`src/rtl/rv_pipe_pkg.sv`:
```
// Shared RV pipeline encodings: ALU operations, result-source and forward-select codes.
package rv_pipe_pkg;

  typedef enum logic [2:0] {
    ALU_ADD = 3'b000,
    ALU_SUB = 3'b001,
    ALU_AND = 3'b010,
    ALU_OR  = 3'b011,
    ALU_SLT = 3'b101
  } alu_op_e;

  typedef enum logic [1:0] {
    RES_ALU = 2'b00,
    RES_MEM = 2'b01,
    RES_PC4 = 2'b10
  } result_src_e;

  typedef enum logic [1:0] {
    FWD_RF = 2'b00,
    FWD_W  = 2'b01,
    FWD_M  = 2'b10
  } fwd_sel_e;

endpackage

```
`src/rtl/execute_stage_if.sv`:
```
// ID/EX inputs, forwarding controls, redirect and EX/MEM outputs of the execute stage.
interface execute_stage_if #(parameter int XLEN = 32);
  logic            JumpE, BranchE, ALUSrcE, MemWriteE, RegWriteE;
  logic [1:0]      ResultSrcE;
  logic [2:0]      ALUControlE;
  logic [XLEN-1:0] RD1E, RD2E, ImmExtE, PCE, PCPlus4E;
  logic [4:0]      RdE;
  logic [1:0]      ForwardAE, ForwardBE;
  logic [XLEN-1:0] ResultW;
  logic            FlushM;

  logic            PCSrcE;
  logic [XLEN-1:0] PCTargetE;
  logic            RegWriteM, MemWriteM;
  logic [1:0]      ResultSrcM;
  logic [XLEN-1:0] ALUResultM, WriteDataM, PCPlus4M;
  logic [4:0]      RdM;

  modport master (
    output JumpE, BranchE, ALUSrcE, MemWriteE, RegWriteE, ResultSrcE, ALUControlE,
           RD1E, RD2E, ImmExtE, PCE, PCPlus4E, RdE, ForwardAE, ForwardBE, ResultW, FlushM,
    input  PCSrcE, PCTargetE, RegWriteM, MemWriteM, ResultSrcM, ALUResultM, WriteDataM,
           PCPlus4M, RdM
  );

  modport slave (
    input  JumpE, BranchE, ALUSrcE, MemWriteE, RegWriteE, ResultSrcE, ALUControlE,
           RD1E, RD2E, ImmExtE, PCE, PCPlus4E, RdE, ForwardAE, ForwardBE, ResultW, FlushM,
    output PCSrcE, PCTargetE, RegWriteM, MemWriteM, ResultSrcM, ALUResultM, WriteDataM,
           PCPlus4M, RdM
  );
endinterface

```
`src/rtl/execute_stage_alu.sv`:
```
// Combinational ALU: add/sub/and/or/signed-slt; unlisted codes yield zero.
module alu
  import rv_pipe_pkg::*;
#(
  parameter int XLEN = 32
) (
  input  logic [XLEN-1:0] SrcA,
  input  logic [XLEN-1:0] SrcB,
  input  logic [2:0]      ALUControl,
  output logic [XLEN-1:0] ALUResult,
  output logic            Zero
);

  always_comb begin
    ALUResult = '0;
    case (ALUControl)
      ALU_ADD: ALUResult = SrcA + SrcB;
      ALU_SUB: ALUResult = SrcA - SrcB;
      ALU_AND: ALUResult = SrcA & SrcB;
      ALU_OR:  ALUResult = SrcA | SrcB;
      ALU_SLT: ALUResult = {{(XLEN-1){1'b0}}, ($signed(SrcA) < $signed(SrcB))};
      default: ALUResult = '0;
    endcase
  end

  assign Zero = (ALUResult == '0);

endmodule

```
`src/rtl/execute_stage.sv`:
```
// Execute stage: forwarding muxes, ALU, branch/jump resolution and the EX/MEM register.
module execute_stage
  import rv_pipe_pkg::*;
#(
  parameter int XLEN = 32
) (
  input logic            CLK,
  input logic            RESET_N,
  execute_stage_if.slave ex
);

  logic [XLEN-1:0] src_a_e, src_b_e, write_data_e, alu_result_e;
  logic            zero_e;

  logic            reg_write_d, reg_write_q;
  logic            mem_write_d, mem_write_q;
  logic [1:0]      result_src_d, result_src_q;
  logic [XLEN-1:0] alu_result_d, alu_result_q;
  logic [XLEN-1:0] write_data_d, write_data_q;
  logic [XLEN-1:0] pc_plus4_d, pc_plus4_q;
  logic [4:0]      rd_d, rd_q;

  // M-stage forward source is the registered result of the previous instruction.
  always_comb begin
    case (ex.ForwardAE)
      FWD_W:   src_a_e = ex.ResultW;
      FWD_M:   src_a_e = alu_result_q;
      default: src_a_e = ex.RD1E;
    endcase
    case (ex.ForwardBE)
      FWD_W:   write_data_e = ex.ResultW;
      FWD_M:   write_data_e = alu_result_q;
      default: write_data_e = ex.RD2E;
    endcase
  end

  assign src_b_e = ex.ALUSrcE ? ex.ImmExtE : write_data_e;

  alu #(.XLEN(XLEN)) u_alu (
    .SrcA       (src_a_e),
    .SrcB       (src_b_e),
    .ALUControl (ex.ALUControlE),
    .ALUResult  (alu_result_e),
    .Zero       (zero_e)
  );

  assign ex.PCTargetE = ex.PCE + ex.ImmExtE;
  assign ex.PCSrcE    = ex.JumpE | (ex.BranchE & zero_e);

  always_comb begin
    reg_write_d  = 1'b0;
    mem_write_d  = 1'b0;
    result_src_d = '0;
    alu_result_d = '0;
    write_data_d = '0;
    pc_plus4_d   = '0;
    rd_d         = '0;
    if (!ex.FlushM) begin
      reg_write_d  = ex.RegWriteE;
      mem_write_d  = ex.MemWriteE;
      result_src_d = ex.ResultSrcE;
      alu_result_d = alu_result_e;
      write_data_d = write_data_e;
      pc_plus4_d   = ex.PCPlus4E;
      rd_d         = ex.RdE;
    end
  end

  always_ff @(posedge CLK or negedge RESET_N) begin
    if (!RESET_N) begin
      reg_write_q  <= 1'b0;
      mem_write_q  <= 1'b0;
      result_src_q <= '0;
      alu_result_q <= '0;
      write_data_q <= '0;
      pc_plus4_q   <= '0;
      rd_q         <= '0;
    end else begin
      reg_write_q  <= reg_write_d;
      mem_write_q  <= mem_write_d;
      result_src_q <= result_src_d;
      alu_result_q <= alu_result_d;
      write_data_q <= write_data_d;
      pc_plus4_q   <= pc_plus4_d;
      rd_q         <= rd_d;
    end
  end

  assign ex.RegWriteM  = reg_write_q;
  assign ex.MemWriteM  = mem_write_q;
  assign ex.ResultSrcM = result_src_q;
  assign ex.ALUResultM = alu_result_q;
  assign ex.WriteDataM = write_data_q;
  assign ex.PCPlus4M   = pc_plus4_q;
  assign ex.RdM        = rd_q;

endmodule

```
`src/flat_wrapper.sv`:
```
// flat-port wrapper written by rule: the top's interface ports become plain ports
module execute_stage_flat import rv_pipe_pkg::*;
#(
  parameter int XLEN = 32
)
  (CLK, RESET_N, ex_JumpE, ex_BranchE, ex_ALUSrcE, ex_MemWriteE, ex_RegWriteE, ex_ResultSrcE, ex_ALUControlE, ex_RD1E, ex_RD2E, ex_ImmExtE, ex_PCE, ex_PCPlus4E, ex_RdE, ex_ForwardAE, ex_ForwardBE, ex_ResultW, ex_FlushM, ex_PCSrcE, ex_PCTargetE, ex_RegWriteM, ex_MemWriteM, ex_ResultSrcM, ex_ALUResultM, ex_WriteDataM, ex_PCPlus4M, ex_RdM);
  execute_stage_if #(.XLEN(XLEN)) ex_i ();
  input logic CLK;
  input logic RESET_N;
  input wire logic [$bits(ex_i.JumpE)-1:0] ex_JumpE;
  input wire logic [$bits(ex_i.BranchE)-1:0] ex_BranchE;
  input wire logic [$bits(ex_i.ALUSrcE)-1:0] ex_ALUSrcE;
  input wire logic [$bits(ex_i.MemWriteE)-1:0] ex_MemWriteE;
  input wire logic [$bits(ex_i.RegWriteE)-1:0] ex_RegWriteE;
  input wire logic [$bits(ex_i.ResultSrcE)-1:0] ex_ResultSrcE;
  input wire logic [$bits(ex_i.ALUControlE)-1:0] ex_ALUControlE;
  input wire logic [$bits(ex_i.RD1E)-1:0] ex_RD1E;
  input wire logic [$bits(ex_i.RD2E)-1:0] ex_RD2E;
  input wire logic [$bits(ex_i.ImmExtE)-1:0] ex_ImmExtE;
  input wire logic [$bits(ex_i.PCE)-1:0] ex_PCE;
  input wire logic [$bits(ex_i.PCPlus4E)-1:0] ex_PCPlus4E;
  input wire logic [$bits(ex_i.RdE)-1:0] ex_RdE;
  input wire logic [$bits(ex_i.ForwardAE)-1:0] ex_ForwardAE;
  input wire logic [$bits(ex_i.ForwardBE)-1:0] ex_ForwardBE;
  input wire logic [$bits(ex_i.ResultW)-1:0] ex_ResultW;
  input wire logic [$bits(ex_i.FlushM)-1:0] ex_FlushM;
  output wire logic [$bits(ex_i.PCSrcE)-1:0] ex_PCSrcE;
  output wire logic [$bits(ex_i.PCTargetE)-1:0] ex_PCTargetE;
  output wire logic [$bits(ex_i.RegWriteM)-1:0] ex_RegWriteM;
  output wire logic [$bits(ex_i.MemWriteM)-1:0] ex_MemWriteM;
  output wire logic [$bits(ex_i.ResultSrcM)-1:0] ex_ResultSrcM;
  output wire logic [$bits(ex_i.ALUResultM)-1:0] ex_ALUResultM;
  output wire logic [$bits(ex_i.WriteDataM)-1:0] ex_WriteDataM;
  output wire logic [$bits(ex_i.PCPlus4M)-1:0] ex_PCPlus4M;
  output wire logic [$bits(ex_i.RdM)-1:0] ex_RdM;
  assign ex_i.JumpE = ex_JumpE;
  assign ex_i.BranchE = ex_BranchE;
  assign ex_i.ALUSrcE = ex_ALUSrcE;
  assign ex_i.MemWriteE = ex_MemWriteE;
  assign ex_i.RegWriteE = ex_RegWriteE;
  assign ex_i.ResultSrcE = ex_ResultSrcE;
  assign ex_i.ALUControlE = ex_ALUControlE;
  assign ex_i.RD1E = ex_RD1E;
  assign ex_i.RD2E = ex_RD2E;
  assign ex_i.ImmExtE = ex_ImmExtE;
  assign ex_i.PCE = ex_PCE;
  assign ex_i.PCPlus4E = ex_PCPlus4E;
  assign ex_i.RdE = ex_RdE;
  assign ex_i.ForwardAE = ex_ForwardAE;
  assign ex_i.ForwardBE = ex_ForwardBE;
  assign ex_i.ResultW = ex_ResultW;
  assign ex_i.FlushM = ex_FlushM;
  assign ex_PCSrcE = ex_i.PCSrcE;
  assign ex_PCTargetE = ex_i.PCTargetE;
  assign ex_RegWriteM = ex_i.RegWriteM;
  assign ex_MemWriteM = ex_i.MemWriteM;
  assign ex_ResultSrcM = ex_i.ResultSrcM;
  assign ex_ALUResultM = ex_i.ALUResultM;
  assign ex_WriteDataM = ex_i.WriteDataM;
  assign ex_PCPlus4M = ex_i.PCPlus4M;
  assign ex_RdM = ex_i.RdM;
  execute_stage #(.XLEN(XLEN)) u_core (.CLK(CLK), .RESET_N(RESET_N), .ex(ex_i));
endmodule
```
`config.mk`:
```
export PLATFORM = sky130hd
export DESIGN_NAME = execute_stage_flat
export DESIGN_NICKNAME = d
export VERILOG_FILES = /design/src/rtl/rv_pipe_pkg.sv /design/src/rtl/execute_stage_if.sv /design/src/rtl/execute_stage_alu.sv /design/src/rtl/execute_stage.sv /design/src/flat_wrapper.sv
export SDC_FILE = /design/constraint.sdc
export NUM_CORES = 1
export LEC_CHECK = 0
export CORE_MARGIN = 2
export CORE_UTILIZATION = 33
export CTS_CLUSTER_DIAMETER = 100
export DETAILED_ROUTE_END_ITERATION = 6
export PLACE_DENSITY = 0.69
export SLEW_MARGIN = 20
export SYNTH_ARGS = -nofsm -noshare
export SYNTH_HDL_FRONTEND = slang
export SYNTH_SLANG_ARGS = --single-unit
```
`constraint.sdc`:
```
create_clock -name CLK -period 8.77 [get_ports CLK]
set_input_delay 1.754 -clock CLK [delete_from_list [all_inputs] [get_ports CLK]]
set_output_delay 1.754 -clock CLK [all_outputs]
set_load 0.005 [all_outputs]
```
* Yosys cells after proc, flatten, opt, wreduce, memory -nomap -nowiden *
Index checks and enable logic that the tools add are counted.

storage, ports and cells
  bits in read-only memories = 0
  RAM bits = 0
  output and inout bits = 138
  memories kept = 0
  bits of input ports = 214
  register bits after elaboration = 105
  bits in latches = 0

cells by class
  bitwise operators = 4
  muxes and demuxes = 11
  $lt $le $gt $ge = 1
  div/mod/pow operators = 0
  reduce and logical (&&, ||, !) cells = 2
  multipliers = 0
  add/sub/neg operators = 3
  eq/ne operators = 8
  shifts and indexed selects = 0

operator list
  cell                                                              count
  32-bit case mux with 5 select lines                               1
  32-bit two-way mux                                                4
  32-bit case mux with 2 select lines                               2
  32-bit adder                                                      2
  32-bit bitwise AND                                                1
  32-bit logical NOT                                                1
  32-bit less-than comparator                                       1
  32-bit bitwise OR                                                 1
  32-bit subtractor                                                 1
  3-bit by 2-bit == test with 1-bit output (second input constant)  2
  5-bit two-way mux                                                 1
  2-bit by 1-bit == test with 1-bit output (second input constant)  2
  2-bit == test (second input constant)                             2
  3-bit by 1-bit == test with 1-bit output (second input constant)  1
  3-bit == test (second input constant)                             1
  3-bit logical NOT                                                 1
  1-bit two-way mux                                                 2
  2-bit two-way mux                                                 1
  1-bit bitwise AND                                                 1
  1-bit bitwise OR                                                  1

* Logic depth before layout (Yosys ltp) *
Gate-level depths: netlist (run 1).

  depth after elaboration = 8
  gate-level depth with buffers = 21
  depth with buffers taken out = 20

* Hierarchy *
Synthesis (run 1) repeated with hierarchy kept, for this count alone.

second synthesis, totals
  cell total of the unflattened synthesis = 1549
  area, all modules = 11638.7 um^2

modules (own cells, without submodules)
  module         times used  area an instance (um^2)  cells an instance
  execute_stage  1           6273.5                   731
  alu            1           5365.1                   818

* Worst setup path after synthesis (run 1) *
No wires, ideal clock.

  path kind = input to output
  start = input port ex_ForwardBE[0]
  end = output port ex_PCSrcE
  arrival = 5.935 ns
  stages on the path = 20
  setup slack = 1.081 ns
  data required time = 7.016 ns
  cells stage by stage = inv_1 -> ha_1 -> clkbuf_1 -> buf_1 -> a21oi_1 -> o21ai_0 -> ha_1 -> inv_1 -> fa_1 -> and3b_1 -> o2111a_1 -> o32ai_4 -> o31ai_2 -> a21boi_0 -> a41o_1 -> a311oi_1 -> nand4_1 -> nor4_1 -> and4_1 -> a41o_1

between the ends
  cells in the longest elaborated chain, start to end = 8
  elaborated cells between the ends (all ways) = 13
  those cells by class = add/sub (2); order compare (1); eq/ne (2); mux (3); bitwise (4); reduce/logical (1)

RTL lines
  what                                                                       RTL line                 text
  from (decl)                                                                flat_wrapper.sv:24       input wire logic [$bits(ex_i.ForwardBE)-1:0] ex_ForwardBE;
  2-bit == test or 2-bit by 1-bit == test with 1-bit output (tied branches)  execute_stage.sv:30      case (ex.ForwardBE)
  32-bit case mux with 2 select lines (*)                                    execute_stage.sv:30
  32-bit two-way mux (*)                                                     execute_stage.sv:37      assign src_b_e = ex.ALUSrcE ? ex.ImmExtE : write_data_e;
  32-bit subtractor (tied with other cells)                                  execute_stage_alu.sv:18  ALU_SUB: ALUResult = SrcA - SrcB;
  32-bit case mux with 5 select lines (*)                                    execute_stage_alu.sv:16  case (ALUControl)
  32-bit logical NOT (*)                                                     execute_stage_alu.sv:26  assign Zero = (ALUResult == '0);
  1-bit bitwise AND (*)                                                      execute_stage.sv:48      assign ex.PCSrcE = ex.JumpE | (ex.BranchE & zero_e);
  1-bit bitwise OR (*)                                                       execute_stage.sv:48
  to (decl)                                                                  flat_wrapper.sv:27       output wire logic [$bits(ex_i.PCSrcE)-1:0] ex_PCSrcE;

Every way passes the cells marked *; elsewhere a longest branch is shown, timed or not.

* Worst setup path in the final report (run 1) *
Ends and elaborated chain as after synthesis.

==> results of run 1 <==
-- placed cells by master, fill, tap and decap left out, types with 55 or more instances in the layout --
master and instances:
sky130_fd_sc_hd__clkdlybuf4s50_1 343, sky130_fd_sc_hd__buf_4 224, sky130_fd_sc_hd__nor2_1 157, sky130_fd_sc_hd__ha_1 137
sky130_fd_sc_hd__nand2_1 129, sky130_fd_sc_hd__a21oi_1 121, sky130_fd_sc_hd__inv_1 114, sky130_fd_sc_hd__dfrtp_1 105
sky130_fd_sc_hd__o21ai_0 85, sky130_fd_sc_hd__a22oi_1 61, sky130_fd_sc_hd__nor2b_1 55
-- final timing paths --
kind	to	cells past startpoint	slack, ns
max in group asynchronous	u_core.ex.ALUResultM[14]	2	6.09
worst min register to register	u_core.ex.WriteDataM[26]	4	0.73
worst max-delay path	ex_PCSrcE	24	0.23
worst max register to register	u_core.ex.ALUResultM[31]	21	4.07
worst min-delay path	u_core.ex.WriteDataM[26]	4	0.73
min in group asynchronous	u_core.ex.PCPlus4M[26]	1	1.39
-- through the flow --
stage,TNS (ns),cells,utilization [%]
4_1_cts,0,2454,50.58
5_1_grt,0,2456,51.06
6_report,0,2456,51.06
2_1_floorplan,0,1500,-
3_3_place_gp,-0.5430,2433,49.01
3_5_place_dp,-0.5763,2433,49.01
-- routing by layer --
metal	vias up	part of all wire (%)	global-route usage, %
li1	6332	-	-
met1	6487	42	36.21
met2	590	48	47.09
met3	72	8.3	4.446
met4	2	1.9	6.082
met5	-	0.025	0
-- layout make-up --
| cell class | instances | area (sq um) | share of cell area (%) |
|---|---|---|---|
| Antenna cell | 1 | 2.502 | 0.01429 |
| Clock buffer | 9 | 225.2 | 1.286 |
| Clock inverter | 7 | 92.59 | 0.5288 |
| Inverter | 115 | 431.7 | 2.466 |
| Multi-Input combinational cell | 1186 | 8315 | 47.50 |
| Sequential cell | 105 | 2628 | 15.01 |
| Tap cell | 455 | 569.3 | 3.252 |
| Timing Repair Buffer | 578 | 5244 | 29.95 |
-- synthesized netlist by cell type, drive strengths merged, types with 16 or more instances --
cell type  count
nor2         159
ha           145
a21oi        129
nand2        129
inv          115
o21ai        108
dfrtp        105
clkbuf        77
a22oi         64
nor2b         55
nor3          33
a211oi        30
xnor2         28
a21o          26
nand3         25
o21bai        20
o211ai        19
buf           17
nand2b        16
-- worst max-delay path: cells and delay by family --
kind	cells	cell delay [ns]
AOI/OAI and AO/OA	11	2.56
buffers and inverters	7	1.39
adders and majority gates	2	0.57
and+or+nand+nor	4	0.50
-- power by group through the flow --
stage | combinational [mW] | sequential, mW | clock (mW)
floorplan | 0.595 | 0.544 | 0
global placement | 1.21 | 0.547 | 0
detailed placement | 1.23 | 0.547 | 0
CTS | 1.27 | 0.538 | 0.461
global route | 1.41 | 0.541 | 0.475
finish | 1.31 | 0.538 | 0.455
-- cells by family after synthesis --
group,synth area share (%)
mux,1.568
compound gates,29.22
simple gates,20.32
fa+ha+maj,16.43
buf+inv,6.975
xor+xnor,2.457
flops,23.03
-- flip-flops by register name, summed over array words and instances (netlist names) --
register	flops
u_core.ex.ALUResultM	32
u_core.ex.MemWriteM	1
u_core.ex.PCPlus4M	32
u_core.ex.RdM	5
u_core.ex.RegWriteM	1
u_core.ex.ResultSrcM	2
u_core.ex.WriteDataM	32
-- what timing repair did --
action | CTS | global route
pin swaps | 16 | 16
setup buffers | 5 | 1
gates resized for setup | 52 | 53
endpoints found under the setup margin | 1 | 1
==> flow_metrics.tcl, run 1 <==
set metrics [dict create \
    status "complete, no violations" \
    worst_hold_startpoint "u_core.ex.ALUResultM[26]" \
    initial_util_pct 33.27 \
    cts.hold.buffers_added 0 \
    dominantRegCellSynth "sky130_fd_sc_hd__dfrtp_1" \
    hold_ws_ns 0.7300 \
    share_clk_of_total_power_pct 19.8 \
    final-setup-viol-count 0 \
    routed_via_density 5.490 \
    yosysSeqAreaShare_pct 23.03 \
    internal_power_mw 1.385 \
    post_dp_cell_area_sq_mm 0.01681 \
    postSynthRegisterBits 105 \
    power_frac_comb_pct 56.8 \
    slew_viol_final 0 \
    antenna_found_initial 2 \
    num_vias 13483 \
    setup_repair_after_global_routing_missed_its_margin "false" \
    synthTopCellsByArea "sky130_fd_sc_hd__dfrtp_1, sky130_fd_sc_hd__ha_1, sky130_fd_sc_hd__a21oi_1" \
    top_level_ports 352 \
    cts-htree-levels 3 \
    syn-num-nets 1862 \
    ys_types 76 \
    critical-path-slowest-cell "sky130_fd_sc_hd__clkdlybuf4s50_1" \
    final.period_utilization_pct 97.38 \
    core_sq_mm 0.03429 \
    synth_top_area_share_pct 23.03 \
    timing.critical_path.mode_cell "sky130_fd_sc_hd__buf_4" \
    pin_count_of_the_biggest_net_entering_global_routing 68 \
    async_reset_ff_share_pct 100.0 \
    fillerInstances 3220 \
    clk_transition_reported_paths_ns 0.08 \
    dp_slack_ns -0.5763 \
    port_buffers 351 \
    dp.final_hpwl_um 41450 \
    cp_data_required_time_ns 7.02 \
    yosysWarnings 0 \
    synth_cells 1500 \
    pwr-share-seq_pct 23.4 \
    final-hold-violation-count 0 \
    netlist_area_sq_mm 0.01141 \
    power.share.switching_pct 39.75 \
    post-layout-total-power_mw 2.299 \
    power_switching_mw 0.9136 \
    leakagePower_nw 7.807 \
    skew_ns 0.01365 \
    hold_path.class "register to register" \
    grt_pass1_wl_um 77160 \
    cts_root_buffer "sky130_fd_sc_hd__clkbuf_16" \
    critical_path.max_stage_delay_ns 0.44 \
    detail_route.first_pass.iterations 6 \
    drc_errors 0 \
    area_growth_pct 53.47 \
    wl_per_cell_um 20.81 \
    crit_path_start "ex_ForwardBE[0]" \
    clk_latency_worst_skew_pair_ns 0.37 \
    fraction_of_layout_cells_with_a_size_suffix_above_1_pct 16.85 \
    cts.path.max_buffers 2 \
    first_iter_violations 1223 \
    power.density_cell_area_mw_per_mm2 131.3 \
    groute.usage.overall_pct 27.46 \
    critical_path_peak_fanout 6 \
    timing.setup.critical_path_class "input pin to output port" \
    wl_um 51110 \
    layout_setup_ws_ns 0.2301 \
    first_global_vias 13052 \
    cp-end-kind "output port" \
    rows 68 \
    rel_slew_slack_pct 44.45 \
    die_x_um 189.9 \
    path_cells "clkbuf_2, inv_1, ha_4, buf_4, a22oi_2, nor2_1, a21oi_1, o21ai_0, buf_4, ha_2, nor3_1, or2_2, o32a_1, buf_4, o211ai_1, a2111oi_2, a311oi_1, buf_4, o21ai_0, a311o_1, a211oi_2, nor3b_4, a41o_1, clkdlybuf4s50_1" \
    layout_min_cycle_time_ns 8.540 \
    grt_overflow 0 \
    fmax_mhz 117.1 \
    layout_net_count 2357 \
    numCtsBuffers 9 \
    critical_path_arrival_ns 6.79 \
    final_cell_area_sq_mm 0.01751 \
    worstSetupStartpointType "input pin" \
    die_height_um 189.9 \
    floorplan.die_area_sq_mm 0.03607 \
    synth_enable_flop_cells 0 \
    ir_worst_vdd_v 0.0001006 \
    gp_congestion 0.9725 \
    biggest_area_consumer_among_synthesized_cells "sky130_fd_sc_hd__dfrtp_1" \
    cts.sinks 105 \
    max_slew.worst_pin.slew_ns 0.8333 \
    maxCapViolations 0 \
    drt.antenna.violating_nets 0 \
    worst_r2r_startpoint "u_core.ex.ALUResultM[11]" \
    clock_tree_from_tritoncts "yes" \
    avgSynthCellArea_sq_um 7.606 \
]
Power figures use the tool's default switching activity.
==> run 2: changes to the inputs <==
--- a/config.mk
+++ b/config.mk
@@ -5,10 +5,12 @@
 export SDC_FILE = /design/constraint.sdc
 export NUM_CORES = 1
 export LEC_CHECK = 0
+export CORE_ASPECT_RATIO = 1.25
 export CORE_MARGIN = 2
 export CORE_UTILIZATION = 33
 export CTS_CLUSTER_DIAMETER = 100
 export DETAILED_ROUTE_END_ITERATION = 6
+export GPL_TIMING_DRIVEN = 0
 export PLACE_DENSITY = 0.69
 export SLEW_MARGIN = 20
 export SYNTH_ARGS = -nofsm -noshare
==> constraint.sdc (replaced) <==
create_clock -name CLK -period 8.77 [get_ports CLK]
set_input_delay 1.754 -clock CLK [delete_from_list [all_inputs] [get_ports CLK]]
set_output_delay 1.754 -clock CLK [all_outputs]
set_load 0.1 [all_outputs]
==> flow_metrics.tcl, run 2 (synthesized netlist as in run 1, its figures left out) <==
set metrics [dict create \
    fmax_mhz 115.0 \
    post-layout-total-power_mw 2.729 \
    worst_r2r_endpoint "u_core.ex.ALUResultM[30]" \
    first_iter_violations 1175 \
    clock_tree_from_tritoncts "yes" \
    place.detailed.instances 2279 \
    dp.final_hpwl_um 50160 \
    path_cells "clkdlybuf4s50_1, inv_1, ha_4, clkbuf_4, nand2_1, o21a_1, inv_1, ha_1, a211oi_2, o21bai_1, a211oi_4, buf_4, o21a_1, nor3_1, or3_1, a32oi_2, nand4_1, nor4_2, and4_1, a41o_1, buf_12" \
    layout_commonest_cell "sky130_fd_sc_hd__clkdlybuf4s50_1" \
    rows 76 \
    cp_data_required_time_ns 7.02 \
    wl_um 62290 \
    max_slew.worst_pin.slew_ns 1.156 \
    drc_errors 0 \
    numCtsBuffers 9 \
    regToRegSetupSlack_ns 4.11 \
    cp-end-kind "output port" \
    routed_via_density 5.887 \
    num_vias 13676 \
    port_buffers 349 \
    floorplan.die_area_sq_mm 0.03608 \
    pin_count_of_the_biggest_net_entering_global_routing 68 \
    groute.usage.overall_pct 34.07 \
    final-hold-violation-count 0 \
    leakagePower_nw 7.124 \
    slew_viol_final 0 \
    cts_root_buffer "sky130_fd_sc_hd__clkbuf_16" \
    worstSetupStartpointType "input pin" \
    wl_per_cell_um 26.82 \
    power.density_cell_area_mw_per_mm2 162.9 \
    die_height_um 211.9 \
    clk_transition_reported_paths_ns 0.08 \
    layout_min_cycle_time_ns 8.699 \
    top_level_ports 352 \
    first_global_vias 13533 \
    die_x_um 170.3 \
    area_growth_pct 46.80 \
    grt_overflow 0 \
    core_sq_mm 0.03423 \
    fillerInstances 3355 \
    status "complete, no violations" \
    initial_util_pct 33.33 \
    crit_path_start "ex_ForwardAE[0]" \
    cts.path.max_buffers 2 \
    drt.antenna.violating_nets 0 \
    fraction_of_layout_cells_with_a_size_suffix_above_1_pct 11.51 \
    hold_path.class "register to register" \
    timing.setup.critical_path_class "input pin to output port" \
    post_layout_nonfiller_instances 2323 \
    cts.sinks 105 \
    maxCapViolations 0 \
    skew_ns 0.01747 \
    detail_route.first_pass.iterations 5 \
    critical_path.max_stage_delay_ns 0.51 \
    final.period_utilization_pct 99.19 \
    worst_r2r_startpoint "u_core.ex.ALUResultM[0]" \
    cts-htree-levels 3 \
    critical_path_arrival_ns 6.94 \
    final-setup-viol-count 0 \
    critical-path-slowest-cell "sky130_fd_sc_hd__clkdlybuf4s50_1" \
    ff2ff_path_depth 18 \
    layout_net_count 2251 \
    clk_latency_worst_skew_pair_ns 0.40 \
    top_library_cells_by_usage_in_the_layout_fill_and_taps_aside "sky130_fd_sc_hd__clkdlybuf4s50_1, sky130_fd_sc_hd__nor2_1, sky130_fd_sc_hd__ha_1, sky130_fd_sc_hd__nand2_1, sky130_fd_sc_hd__inv_1" \
    utilization_pct 48.92 \
    critical_path_peak_fanout 10 \
    antenna_found_initial 2 \
    gp_congestion 1.045 \
    ir_worst_vdd_v 0.00008215 \
    rel_slew_slack_pct 22.70 \
    diodes 0 \
    destination_of_the_critical_timing_path "ex_PCSrcE" \
    grt_pass1_wl_um 89150 \
    worst_hold_startpoint "u_core.ex.ALUResultM[6]" \
]
==> run 2: critical path: cells and delay by family <==
kind                       cells  cell delay (ns)
AOI/OAI and AO/OA              7             1.77
buffers and inverters          6             1.44
and+or+nand+nor                6             1.33
adders and majority gates      2             0.62
==> run 2: worst min-delay path by stage <==
stage,to,slack (ns),cells past startpoint
after floorplan,u_core.ex.WriteDataM[30],1.30,4
after global placement,u_core.ex.WriteDataM[6],0.70,4
after detailed placement,u_core.ex.WriteDataM[6],0.73,4
after CTS,u_core.ex.WriteDataM[6],0.75,4
after global routing,u_core.ex.WriteDataM[6],0.81,4
final,u_core.ex.WriteDataM[6],0.75,4
==> run 2: area by class of cell <==
cell class | instances | area (sq um) | share of cell area (%)
multi-input combinational | 1186 | 8572 | 51.18
timing repair buffer | 385 | 3795 | 22.66
sequential | 105 | 2628 | 15.69
tap | 429 | 536.8 | 3.205
buffer | 87 | 478.0 | 2.854
inverter | 115 | 431.7 | 2.578
clock buffer | 9 | 225.2 | 1.345
clock inverter | 7 | 81.33 | 0.4856
==> run 2: stage by stage <==
stage	setup slack [ns]	hold slack, ns	setup TNS, ns	area, sq um
after global routing	-0.01612	0.8071	-0.01612	16750
after detailed placement	-2.896	0.7259	-2.896	15470
final	0.07110	0.7473	0	16750
after floorplan	0.4757	1.303	0	11410
after CTS	0.03512	0.7453	0	16540
after global placement	-2.968	0.6978	-2.968	15440
==> run 2: what timing repair did <==
item | CTS | global route
setup buffers | 28 | 7
endpoints found under the setup margin | 1 | 1
gates resized for setup | 193 | 61
pin swaps | 28 | 17
hold buffers | 0 | 0
==> run 2: routing by layer <==
metal | up-vias | share of wire, % | GRT usage [%]
li1 | 6113 | - | -
met1 | 6640 | 39 | 40.46
met2 | 761 | 46 | 57.39
met3 | 160 | 8.8 | 7.534
met4 | 2 | 5.5 | 17.77
met5 | - | 0.013 | 0
==> run 2: where the power goes <==
part | leakage, nW | internal [mW] | switching [mW] | total, mW
clock | 0.150 | 0.205 | 0.242 | 0.447
combinational | 5.59 | 0.544 | 1.20 | 1.75
sequential | 1.39 | 0.516 | 0.0203 | 0.536
total | 7.12 | 1.26 | 1.46 | 2.73
==> run 3: changes to the inputs <==
--- a/config.mk
+++ b/config.mk
@@ -7,11 +7,11 @@
 export LEC_CHECK = 0
 export CORE_ASPECT_RATIO = 1.25
 export CORE_MARGIN = 2
-export CORE_UTILIZATION = 33
+export CORE_UTILIZATION = 47
 export CTS_CLUSTER_DIAMETER = 100
 export DETAILED_ROUTE_END_ITERATION = 6
 export GPL_TIMING_DRIVEN = 0
-export PLACE_DENSITY = 0.69
+export PLACE_DENSITY = 0.89
 export SLEW_MARGIN = 20
 export SYNTH_ARGS = -nofsm -noshare
 export SYNTH_HDL_FRONTEND = slang
==> flow_metrics.tcl, run 3 (synthesized netlist as in run 1, its figures left out) <==
set metrics [dict create \
    status "complete, no violations" \
    port_buffers 349 \
    fillerInstances 2006 \
    setup_tns_ns 0 \
    groute.usage.overall_pct 41.60 \
    pin_count_of_the_biggest_net_entering_global_routing 75 \
    die_x_um 143.4 \
    timing.critical_path.mode_cell "sky130_fd_sc_hd__a211oi_2" \
    power.density_cell_area_mw_per_mm2 163.4 \
    top_library_cells_by_usage_in_the_layout_fill_and_taps_aside "sky130_fd_sc_hd__clkdlybuf4s50_1, sky130_fd_sc_hd__nor2_1, sky130_fd_sc_hd__ha_1, sky130_fd_sc_hd__nand2_1, sky130_fd_sc_hd__a21oi_1" \
    first_iter_violations 1238 \
    wl_per_cell_um 24.80 \
    max_slew.worst_pin.slew_ns 1.121 \
    cts_root_buffer "sky130_fd_sc_hd__clkbuf_16" \
    final.period_utilization_pct 98.86 \
    fmax_mhz 115.3 \
    gp_congestion 1.036 \
    cts.sinks 105 \
    routed_via_density 6.231 \
    critical_path_arrival_ns 6.92 \
    drt.antenna.violating_nets 0 \
    timing.setup.critical_path_class "input pin to output port" \
    numCtsBuffers 9 \
    place.detailed.instances 2175 \
    met3RoutedLength_um 5972 \
    layout_commonest_cell "sky130_fd_sc_hd__clkdlybuf4s50_1" \
    final-hold-violation-count 0 \
    grt_pass1_wl_um 79780 \
    grt_overflow 0 \
    core_sq_mm 0.02381 \
    maxCapViolations 0 \
    post_layout_nonfiller_instances 2206 \
    clk_transition_reported_paths_ns 0.07 \
    clock_tree_from_tritoncts "yes" \
    clk_latency_worst_skew_pair_ns 0.38 \
    critical_path_peak_fanout 10 \
    first_global_vias 13360 \
    wl_um 54720 \
    dp.final_hpwl_um 44300 \
    cts.hold.buffers_added 0 \
    cts-htree-levels 3 \
    area_of_the_multi_input_gates_sq_mm 0.008417 \
    num_vias 13745 \
    slew_viol_final 0 \
    rows 63 \
    fraction_of_layout_cells_with_a_size_suffix_above_1_pct 8.830 \
    regToRegSetupSlack_ns 3.97 \
    worstSetupStartpointType "input pin" \
    detail_route.first_pass.iterations 5 \
    cp-end-kind "output port" \
    path_cells "clkdlybuf4s50_1, inv_1, ha_4, clkbuf_2, a22oi_1, o21a_1, inv_1, ha_1, a211oi_2, o21bai_1, a211oi_4, o21ai_1, a211oi_2, a2111oi_0, a211oi_2, nand4_1, nor4_4, and4_1, a41o_1, buf_12" \
    initial_util_pct 47.92 \
    final-setup-viol-count 0 \
    cts.path.max_buffers 2 \
    critical-path-slowest-cell "sky130_fd_sc_hd__clkdlybuf4s50_1" \
    die_height_um 178.2 \
    dr_wl_met2_um 25190 \
    antenna_found_initial 2 \
    hold_path.class "register to register" \
    layout_net_count 2237 \
    rel_slew_slack_pct 25.01 \
    post-layout-total-power_mw 2.665 \
    floorplan.die_area_sq_mm 0.02554 \
    critical_path.max_stage_delay_ns 0.53 \
    top_level_ports 352 \
    drc_errors 0 \
    skew_ns 0.01017 \
    ir_worst_vdd_v 0.00009506 \
    wl_met1_um 19580 \
    area.sequential_sq_mm 0.002628 \
    layout_min_cycle_time_ns 8.670 \
    area_growth_pct 42.93 \
    top_signal_layer_used "met4" \
    cp_data_required_time_ns 7.02 \
    leakagePower_nw 7.040 \
]
-- run 3: cell types whose count changed in the layout (fill, tap and decap cells not counted), moves of 6 or more --
cell                      before  now
sky130_fd_sc_hd__buf_4        39   24
sky130_fd_sc_hd__a21oi_1     112  120
sky130_fd_sc_hd__ha_1        133  139
sky130_fd_sc_hd__o21ai_0      61   73
sky130_fd_sc_hd__ha_2         10    2
sky130_fd_sc_hd__a21oi_2      15    8
sky130_fd_sc_hd__o21ai_1      25   19
-- run 3: area by class of cell --
cell class | instances | area share [%]
antenna | 1 | 0.01535
buffer | 89 | 2.563
clock buffer | 9 | 1.381
clock inverter | 7 | 0.5832
inverter | 115 | 2.670
multi-input combinational | 1186 | 51.62
sequential | 105 | 16.11
tap | 325 | 2.494
timing repair buffer | 369 | 22.56
-- run 3: worst paths after layout --
check	start	endpoint	cells after the start
max	ex_ForwardAE[0]	ex_PCSrcE	20
min	u_core.ex.ALUResultM[18]	u_core.ex.WriteDataM[18]	4
max reg2reg	u_core.ex.ALUResultM[0]	u_core.ex.ALUResultM[30]	19
min reg2reg	u_core.ex.ALUResultM[18]	u_core.ex.WriteDataM[18]	4
max in group asynchronous	RESET_N	u_core.ex.ALUResultM[4]	2
min in group asynchronous	RESET_N	u_core.ex.RdM[3]	1
-- run 3: power breakdown --
group / switching [mW] / leakage [nW] / internal (mW)
clock: 0.229 / 0.157 / 0.231
sequential: 0.0224 / 1.39 / 0.516
combinational: 1.15 / 5.49 / 0.513
-- run 3: what timing repair did --
action	CTS	global route
setup endpoints to repair	1	1
buffers inserted	8	11
resized for setup	118	69
pin swaps	14	20
cloned	0	0
-- run 3: per-stage QoR --
| step | worst slack, ns | hold WS (ns) | utilization, % | area, sq um |
|---|---|---|---|---|
| after global placement | -2.319 | 0.6895 | 64.31 | 15310 |
| after global routing | -0.05921 | 0.7760 | 68.50 | 16310 |
| after floorplan | 0.4757 | 1.303 | - | 11410 |
| after CTS | 0.002224 | 0.7235 | 67.22 | 16000 |
| final | 0.09997 | 0.7405 | 68.50 | 16310 |
| after detailed placement | -2.343 | 0.7101 | 64.43 | 15340 |
-- run 3: layer usage --
metal  global-route usage, %  vias up
li1                        -     6089
met1                   49.51     6456
met2                   69.06      955
met3                   9.664      245
met4                   23.00        0
met5                       0        -
-- run 3: worst max-delay path, delay by kind of cell --
family / cells / cell delay, ns
simple gates: 3 / 0.91
fa+ha+maj: 2 / 0.50
compound gates: 10 / 2.55
buf+inv: 5 / 1.17
